==> config.mk <==
export PLATFORM = sky130hd
export DESIGN_NAME = hazard_ctrl
export DESIGN_NICKNAME = d
export VERILOG_FILES = /design/src/rtl/hazard_ctrl.sv
export SDC_FILE = /design/constraint.sdc
export NUM_CORES = 1
export LEC_CHECK = 0
export CORE_UTILIZATION = 55
export CTS_BUF_LIST = sky130_fd_sc_hd__clkbuf_4
export DETAILED_ROUTE_END_ITERATION = 10
export PLACE_DENSITY = 0.87
export SYNTH_ARGS = -nofsm -noshare
export SYNTH_HDL_FRONTEND = slang
export SYNTH_SLANG_ARGS = --single-unit
==> constraint.sdc <==
create_clock -name clk -period 2.43 [get_ports clk]
set_input_delay 0.3645 -clock clk [delete_from_list [all_inputs] [get_ports clk]]
set_output_delay 0.3645 -clock clk [all_outputs]
set_load 0.02 [all_outputs]
==> src/rtl/hazard_ctrl.sv <==
// Hazard control for a 5-stage MIPS-style pipeline: forwarding selects for D/E/M,
// load-use and mult/div stall generation, with a small shadow of the E/M/W destinations.
module hazard_ctrl (
  input  logic       clk,
  input  logic       rst_n,
  input  logic [4:0] rs_D,
  input  logic [4:0] rt_D,
  input  logic [4:0] wa_D,
  input  logic [1:0] tuse_rs_D,
  input  logic [1:0] tuse_rt_D,
  input  logic [1:0] kind_D,
  input  logic       md_start_D,
  input  logic       md_div_D,
  input  logic       md_use_D,
  output logic [2:0] selRsD,
  output logic [2:0] selRtD,
  output logic [2:0] selRsE,
  output logic [2:0] selRtE,
  output logic [2:0] selRtM,
  output logic       stall,
  output logic       md_busy
);

  typedef enum logic [1:0] {K_NONE, K_LINK, K_ALU, K_LOAD} kind_e;

  typedef struct packed {
    logic [4:0] rs;
    logic [4:0] rt;
    logic [4:0] wa;
    kind_e      kind;
    logic       md_start;
    logic       md_div;
  } e_stage_t;

  typedef struct packed {
    logic [4:0] rt;
    logic [4:0] wa;
    kind_e      kind;
  } m_stage_t;

  typedef struct packed {
    logic [4:0] wa;
    kind_e      kind;
  } w_stage_t;

  typedef struct packed {
    logic [2:0] sel;
    logic       stall;
  } dfwd_t;

  e_stage_t e_q, e_d;
  m_stage_t m_q;
  w_stage_t w_q;
  logic [3:0] md_cnt;
  dfwd_t fwd_rs, fwd_rt;
  logic md_stall;

  // A stage only produces a value when it writes a nonzero register.
  function automatic logic hit(input logic [4:0] wa, input kind_e kind, input logic [4:0] r);
    return (r != 5'd0) && (wa == r) && (kind != K_NONE);
  endfunction

  function automatic logic [1:0] tnew_e(input kind_e kind);
    case (kind)
      K_ALU:   return 2'd1;
      K_LOAD:  return 2'd2;
      default: return 2'd0;
    endcase
  endfunction

  function automatic dfwd_t fwd_d(input logic [4:0] r, input logic [1:0] tuse,
                                  input e_stage_t e, input m_stage_t m, input w_stage_t w);
    dfwd_t res;
    res = '0;
    if (hit(e.wa, e.kind, r)) begin
      res.sel   = (e.kind == K_LINK) ? 3'd1 : 3'd0;
      res.stall = tuse < tnew_e(e.kind);
    end else if (hit(m.wa, m.kind, r)) begin
      case (m.kind)
        K_LINK:  res.sel = 3'd2;
        K_ALU:   res.sel = 3'd3;
        default: res.sel = 3'd0;
      endcase
      res.stall = (m.kind == K_LOAD) && (tuse < 2'd1);
    end else if (hit(w.wa, w.kind, r)) begin
      res.sel = (w.kind == K_LINK) ? 3'd4 : 3'd5;
    end
    return res;
  endfunction

  function automatic logic [2:0] fwd_e(input logic [4:0] r, input m_stage_t m, input w_stage_t w);
    if (hit(m.wa, m.kind, r)) begin
      case (m.kind)
        K_LINK:  return 3'd1;
        K_ALU:   return 3'd2;
        default: return 3'd0;
      endcase
    end else if (hit(w.wa, w.kind, r)) begin
      return (w.kind == K_LINK) ? 3'd3 : 3'd4;
    end
    return 3'd0;
  endfunction

  assign e_d = '{rs: rs_D, rt: rt_D, wa: wa_D, kind: kind_e'(kind_D),
                 md_start: md_start_D, md_div: md_div_D};

  assign fwd_rs   = fwd_d(rs_D, tuse_rs_D, e_q, m_q, w_q);
  assign fwd_rt   = fwd_d(rt_D, tuse_rt_D, e_q, m_q, w_q);
  assign md_busy  = e_q.md_start | (md_cnt != 4'd0);
  assign md_stall = (md_start_D | md_use_D) & md_busy;

  always_comb begin
    // NOTE: every output gets a value on every path, so no latch can be inferred.
    selRsD = fwd_rs.sel;
    selRtD = fwd_rt.sel;
    selRsE = fwd_e(e_q.rs, m_q, w_q);
    selRtE = fwd_e(e_q.rt, m_q, w_q);
    selRtM = 3'd0;
    if (hit(w_q.wa, w_q.kind, m_q.rt))
      selRtM = (w_q.kind == K_LINK) ? 3'd1 : 3'd2;
    stall = fwd_rs.stall | fwd_rt.stall | md_stall;
  end

  always_ff @(posedge clk or negedge rst_n) begin
    if (!rst_n) begin
      e_q    <= '0;
      m_q    <= '0;
      w_q    <= '0;
      md_cnt <= '0;
    end else begin
      // NOTE: non-blocking, so M and W capture the pre-edge contents of E and M.
      e_q <= stall ? '0 : e_d;
      m_q <= '{rt: e_q.rt, wa: e_q.wa, kind: e_q.kind};
      w_q <= '{wa: m_q.wa, kind: m_q.kind};
      if (e_q.md_start)
        md_cnt <= e_q.md_div ? 4'd10 : 4'd5;
      else if (md_cnt != 4'd0)
        md_cnt <= md_cnt - 4'd1;
    end
  end

`ifndef SYNTHESIS
  // A load in M feeding E means a load-use stall was missed upstream.
  a_no_load_rs_e: assert property (@(posedge clk) disable iff (!rst_n)
    !(hit(m_q.wa, m_q.kind, e_q.rs) && (m_q.kind == K_LOAD)));
  a_no_load_rt_e: assert property (@(posedge clk) disable iff (!rst_n)
    !(hit(m_q.wa, m_q.kind, e_q.rt) && (m_q.kind == K_LOAD)));
`endif

endmodule

==> flow_summary.ini, run 1 <==
[run_status]
status = finished with violations
violations = setup timing

[grt]
first_global_vias = 2525
antenna_found_initial = 0
grt-ovfl-total = 0
grt_pass1_wl_mm = 12.53
grtUsageTotal = 0.3394
grt_start_max_net_pins = 43

[floorplan]
core_area_sq_mm = 0.004354
die_area_sq_mm = 0.004800
start_util = 0.5718
rows = 24
io_pins = 43
die_h_microns = 69.29
die_w_microns = 69.29

[yosys]
synth_most_common_cell = dfrtp_1
synth_fp_nets = 282
synthTopCellsByArea = dfrtp_1 42%, xor2_1 11%, xnor2_1 9.1%
synth_edf_count = 0
yosys.cell_types.count = 41
synth_largest_area_cell = dfrtp_1
ys_seq_elements = 42
async_flop_share = 1.000
synth_flop_cell = dfrtp_1
syn_avg_cell_area_sq_um = 10.04
netlist_top_cells_count = 42 x dfrtp_1, 30 x xor2_1, 26 x xnor2_1
syn-cell-area_sq_mm = 0.002490
ys_warn_count = 0
synth_top_area_share = 0.4221
yosysSeqAreaShare = 0.4221
netlist_instances = 248

[setup_path]
startpoint_type = flop
critical_path_class = flop to primary output
cp.required_ps = 2070
cp_max_fo = 4
worstSetupEndpointType = primary output
startpoint = e_q[2]
cp_data_arrival_time_ps = 2380
r2r_start = e_q[2]
ff2ff_setup_slack_ps = 160

[pwr]
pwr-share-comb = 0.452
p_sw_mw = 0.9040
peakVddDrop_uv = 576.1
swShare = 0.3638
pwr-share-seq = 0.373
powerDensity_mw_per_mm2 = 628.6
p_clk_frac = 0.175
leakage_nw = 1.967
p_int_mw = 1.581

[timing]
hold_viol = 0
hold_slack_ps = 119.3
period_minus_slack_ps = 2743
relSlewSlack = 0.3722
fin_skew_ps = 20.00
fin_ws_ps = -312.8
final_max_slew_viol_count = 0
max_freq_mhz = 364.6
tightest_slew_ps = 941.8
finalCritPeriodShare = 1.129
grt_setup_unrepaired = yes
finalSetupViolations = 14

[hold_path]
holdCritPathClass = primary input to async pin

[detailed_routing]
ant_nets = 0
vias = 2569
drt-initial-drc-count = 178
dr.pass1.iters = 5
avgRoutedWirePerCell_microns = 23.27
drcViolationCount = 0
wl_mm = 9.655
viasPerCell = 6.190

[placed_design]
placed_cell_area_sq_mm = 0.003338
port_buffers = 41
dpl.hpwl_mm = 4.890
gp_congestion = 0.8489

[clock_network]
tritoncts = done
numCtsBuffers = 5
path_clk_slew_ps = 130
clock_latency_ps = 370
htreeDepth = 2
clk_path_buf_depth = 2
cts_root_buf = clkbuf_4
cts_hold_buf = 0
clock_sinks = 42

[cells_and_area]
seq_area_sq_mm = 0.001054
fillers = 164
finalInstanceArea_sq_mm = 0.003953
drive_gt1_frac = 0.4545
multi_input_area_sq_mm = 0.001639
antenna-diode-count = 0
area.growth.synth_to_final_pct = 58.74
finalNetCount = 397

[job]
max_cap_viol_count = 0
critical path, stage by stage (launching register included):
cell and delay, ps:
dfrtp_1 420, buf_6 140, or3b_2 460, a21oi_1 290, nand4_1 270, o41ai_4 130, or2_1 190, buf_6 120
what timing repair did:
action,4_1_cts,5_1_grt
endpoints found under the setup margin,15,15
pin swaps,18,30
resized for setup,112,75
gates cloned,0,0
buffers inserted,8,13
endpoints found under the hold margin,0,0
routing by layer:
metal  vias up  global-route usage  part of all wire
li1       1075                   -                 -
met2       188              0.6009              0.51
met5         -                   0                 0
met4         0              0.1927             0.073
met3        62             0.07849             0.073
met1      1244              0.3704              0.34
cell usage in the layout, fill, tap and decap left out, types with 6 or more instances in the layout:
master           Yosys  final
nor4_2               0      6
dfrtp_1             42     40
inv_1               25     25
xnor2_1             26     16
buf_4                3     69
or4_4                0      7
xor2_1              30     28
nor3_1              24     21
clkdlybuf4s50_1      0     15
xnor2_2              0     10
ha_1                 8      6
nand4_1              7      7
buf_6                2     24
path summary, 6_finish.rpt:
kind / endpoint / depth (start not counted)
hold / removal: m_q[8] / 1
max in group asynchronous: m_q[4] / 1
hold reg to reg: m_q[7] / 0
setup / recovery: stall / 7
min in group clk: e_q[18] / 4
setup reg to reg: e_q[17] / 7
kinds of logic after synthesis:
group           count (synthesis)  synth area share
xor+xnor                       56            0.1970
compound gates                 22           0.07035
simple gates                   82            0.2025
buf+inv                        37           0.06633
fa+ha+maj                       8           0.04020
flops                          42            0.4221
other cells                     1          0.001506
layout make-up:
cell class	count	share of cell area
clock inverters	2	0.008547
well taps	52	0.01646
repair buffers	120	0.2605
multi-input cells	169	0.4147
inverters	25	0.02374
flip-flops and latches	42	0.2665
clock buffers	5	0.009497
per-stage QoR:
step,std cells,util,setup TNS [ps],power (mW),setup WS (ps)
detailed placement,388,0.7667,-8453,1.735,-892.2
global route,415,0.9078,-2593,2.576,-365.2
global placement,388,0.7667,-6497,1.686,-857.4
floorplan,248,-,0,1.365,52.79
finish,415,0.9078,-1782,2.485,-312.8
CTS,403,0.8175,-532.3,2.238,-213.1
sequential cells by signal (all words and copies together), names as in the netlist:
name,flops
e_q,19
w_q,7
md_cnt,4
m_q,12
power groups by stage:
stage          clock, mW  sequential, mW  combinational, mW
6_report           0.435           0.927               1.12
3_3_place_gp           0           0.911              0.775
3_5_place_dp           0           0.919              0.816
4_1_cts            0.435           0.903              0.900
2_1_floorplan          0           0.907              0.458
5_1_grt            0.460           0.934               1.18
Note: power is estimated with default switching activity, not from simulation.
==> inputs of run 2 (changes only) <==
--- a/config.mk
+++ b/config.mk
@@ -9,6 +9,7 @@
 export CTS_BUF_LIST = sky130_fd_sc_hd__clkbuf_4
 export DETAILED_ROUTE_END_ITERATION = 10
 export PLACE_DENSITY = 0.87
+export SETUP_SLACK_MARGIN = 0.5
 export SYNTH_ARGS = -nofsm -noshare
 export SYNTH_HDL_FRONTEND = slang
 export SYNTH_SLANG_ARGS = --single-unit
==> run 2 against run 1 <==
Net effect: the run now fails in global routing (5_1_grt); synthesized area unchanged; synthesized cell count is the same.
==> flow_summary.ini, run 2 <==
[clock_network]
clk_path_buf_depth = 2
htreeDepth = 2
numCtsBuffers = 5
clock_sinks = 42
cts_root_buf = clkbuf_4

[grt]
grt_start_max_net_pins = 43

[yosys]
synth_edf_count = 0
synth_largest_area_cell = dfrtp_1
netlist_instances = 248
async_flop_share = 1.000
synth_top_area_share = 0.4221
synth_flop_cell = dfrtp_1
yosys.cell_types.count = 41
netlist_top_cells_count = 42 x dfrtp_1, 30 x xor2_1, 26 x xnor2_1
synth_most_common_cell = dfrtp_1
syn_avg_cell_area_sq_um = 10.04
ys_warn_count = 0
synthTopCellsByArea = dfrtp_1 42%, xor2_1 11%, xnor2_1 9.1%
syn-cell-area_sq_mm = 0.002490
synth_fp_nets = 282
ys_seq_elements = 42
yosysSeqAreaShare = 0.4221

[placed_design]
port_buffers = 41
gp_congestion = 0.8959
dp_cells = 398
dpl.hpwl_mm = 5.205

[floorplan]
rows = 24
die_w_microns = 69.29
die_h_microns = 69.29
start_util = 0.5718
io_pins = 43

[run_status]
first-error = [ERROR DPL-0038] Utilization greater than 100%, impossible to legalize
stop_stage = global routing (5_1_grt)
status = aborted with a tool error

[timing]
crit_endpoint = selRtD[0]
endpoint_type = top-level output
## run 2: cell counts after synthesis
Identical to the previous run, type by type.
## run 2: kinds of logic after synthesis
group,after synthesis,share of synthesized area
buffers and inverters,37,0.06633
xor gates and xnor gates,56,0.1970
and+or+nand+nor,82,0.2025
other,1,0.001506
DFF,42,0.4221
adders and majority gates,8,0.04020
AOI/OAI and AO/OA,22,0.07035
## run 2: repair_timing
action / CTS
resized for setup: 149
hold buffers: 0
pin swaps: 33
setup endpoints to repair: 35
setup buffers: 11
## run 2: stage by stage
stage	util	worst slack (ps)	cell area (sq um)	hold WS, ps	TNS, ps
floorplan	-	186.3	2619	68.91	0
global placement	0.8132	-780.1	3541	430.5	-5715
detailed placement	0.8132	-803.9	3541	428.4	-7641
CTS	0.8963	-169.3	3902	147.4	-772.4
==> inputs of run 3 (changes only) <==
==> config.mk (replaced) <==
export PLATFORM = sky130hd
export DESIGN_NAME = hazard_ctrl
export DESIGN_NICKNAME = d
export VERILOG_FILES = /design/src/rtl/hazard_ctrl.sv
export SDC_FILE = /design/constraint.sdc
export NUM_CORES = 1
export LEC_CHECK = 0
export CORE_UTILIZATION = 40
export DETAILED_ROUTE_END_ITERATION = 10
export PLACE_DENSITY_LB_ADDON = 0.15
export SYNTH_ARGS = -nofsm -noshare
export SYNTH_HDL_FRONTEND = slang
export SYNTH_SLANG_ARGS = --single-unit
==> run 3 against run 2 <==
Net effect: the flow now finishes, with violations (setup timing).
==> flow_summary.ini, run 3 (synthesis results as in run 1) <==
[detailed_routing]
dr.pass1.iters = 4
ant_nets = 0
vias = 2159
viasPerCell = 4.918
drcViolationCount = 0
avgRoutedWirePerCell_microns = 15.11
wl_mm = 6.633
drt-initial-drc-count = 87

[cells_and_area]
final_common_cell = buf_4
drive_gt1_frac = 0.4286
largest_register = e_q
layout_common_cells = 68 x buf_4, 38 x dfrtp_1, 30 x xor2_1, 25 x inv_1, 22 x nor3_1
antenna-diode-count = 0
finalNetCount = 398
fin_util = 0.6576
area.growth.synth_to_final_pct = 57.29
reg.largest.list = e_q x19, m_q x12, w_q x7
final_cells = 439
fillers = 477
finalInstanceArea_sq_mm = 0.003916
largest_reg_flops = 19

[grt]
first_global_vias = 2199
use_met3 = 0.04382
grt_start_max_net_pins = 24
grt_util_met1 = 0.2620
busiest_layer = met2
grt-ovfl-total = 0
grtUsageMet2 = 0.3882
grtUsageTotal = 0.2208
grt_pass1_wl_mm = 10.52
antenna_found_initial = 0

[clock_network]
clock_sinks = 42
cts_root_buf = clkbuf_8
path_clk_slew_ps = 80
numCtsBuffers = 5
clock_latency_ps = 300
htreeDepth = 2
clk_path_buf_depth = 2
tritoncts = done

[setup_path]
cp_max_fo = 3
cp_common_cell = buf_6
slowest_delay_ps = 580
critical_path_class = primary input to primary output
cp_data_arrival_time_ps = 2150
critPathTopFamily = simple AND/OR/NAND/NOR gates
path_buf_inv = 3
cp.required_ps = 2070
worstSetupEndpointType = primary output
path_cells = clkdlybuf4s15_1 -> or4_4 -> nor2_4 -> buf_6 -> o31ai_1 -> a41o_1 -> or2_1 -> buf_6
worst_path_max_delay_cell = or4_4
startpoint_type = primary input

[run_status]
status = finished with violations
violations = setup timing

[placed_design]
port_buffers = 41
dpl.hpwl_mm = 4.795
gp_congestion = 0.8260
placed_cell_area_sq_mm = 0.003432
dp_cells = 418

[pwr]
total_power_mw = 2.487
pwr-share-comb = 0.406
p_clk_frac = 0.229
pwr-share-seq = 0.365
leakage_nw = 1.976
powerDensity_mw_per_mm2 = 634.9
p_sw_mw = 0.8002
peakVddDrop_uv = 614.1
p_int_mw = 1.686
swShare = 0.3218

[floorplan]
die_h_microns = 80.90
start_util = 0.4181
rows = 28
core_area_sq_mm = 0.005956
io_pins = 43
die_area_sq_mm = 0.006544
die_w_microns = 80.90

[timing]
final_max_slew_viol_count = 0
grt_setup_unrepaired = yes
fin_skew_ps = 9.139
period_minus_slack_ps = 2514
max_freq_mhz = 397.8
hold_viol = 0
finalCritPeriodShare = 1.035
fin_ws_ps = -83.90
finalSetupViolations = 3

[hold_path]
holdCritPathClass = primary input to async pin

[job]
max_cap_viol_count = 0
==> run 3: path summary, 6_finish.rpt <==
path | start | end | slack (ps) | cells after the start
setup / recovery | rt_D[1] | stall | -80 | 8
hold / removal | rst_n | m_q[10] | 40 | 2
setup reg to reg | e_q[2] | e_q[16] | 410 | 8
hold reg to reg | e_q[13] | m_q[11] | 420 | 0
max in group asynchronous | rst_n | w_q[4] | 2100 | 2
min in group clk | e_q[13] | m_q[11] | 420 | 0
==> run 3: metrics by stage <==
stage	hold WS (ps)	setup WS [ps]	setup TNS [ps]
after floorplan	68.91	52.79	0
after global placement	350.6	-878.6	-7368
after detailed placement	360.7	-860.9	-7489
after CTS	34.99	-139.1	-307.4
after global routing	37.70	-144.4	-511.7
final	35.34	-83.90	-213.5
==> run 3: power groups by stage <==
stage	registers [mW]	logic (mW)	clock network, mW
finish	0.908	1.01	0.569
global route	0.923	1.10	0.608
CTS	0.900	0.951	0.576
detailed placement	0.912	0.863	0
global placement	0.910	0.843	0
floorplan	0.907	0.458	0
==> run 3: area by class of cell <==
type	count	area, sq um	area share
flip-flops and latches	42	1056	0.2696
repair buffers	121	1017	0.2597
clock inverters	1	30.03	0.007668
well taps	75	93.84	0.02396
clock buffers	6	82.58	0.02109
inverters	25	93.84	0.02396
multi-input cells	169	1543	0.3939
==> run 3: per-layer routing <==
layer  part of all wire  wire, microns
met1               0.43           2836
met2               0.52           3463
met3              0.031            204
met4              0.019            129
met5                  0              0
==> run 3: repair_timing <==
item                                    CTS  global route
resized for setup                       124            39
setup buffers                             8             6
pin swaps                                27            21
hold buffers                              0             0
endpoints found under the setup margin   15            15
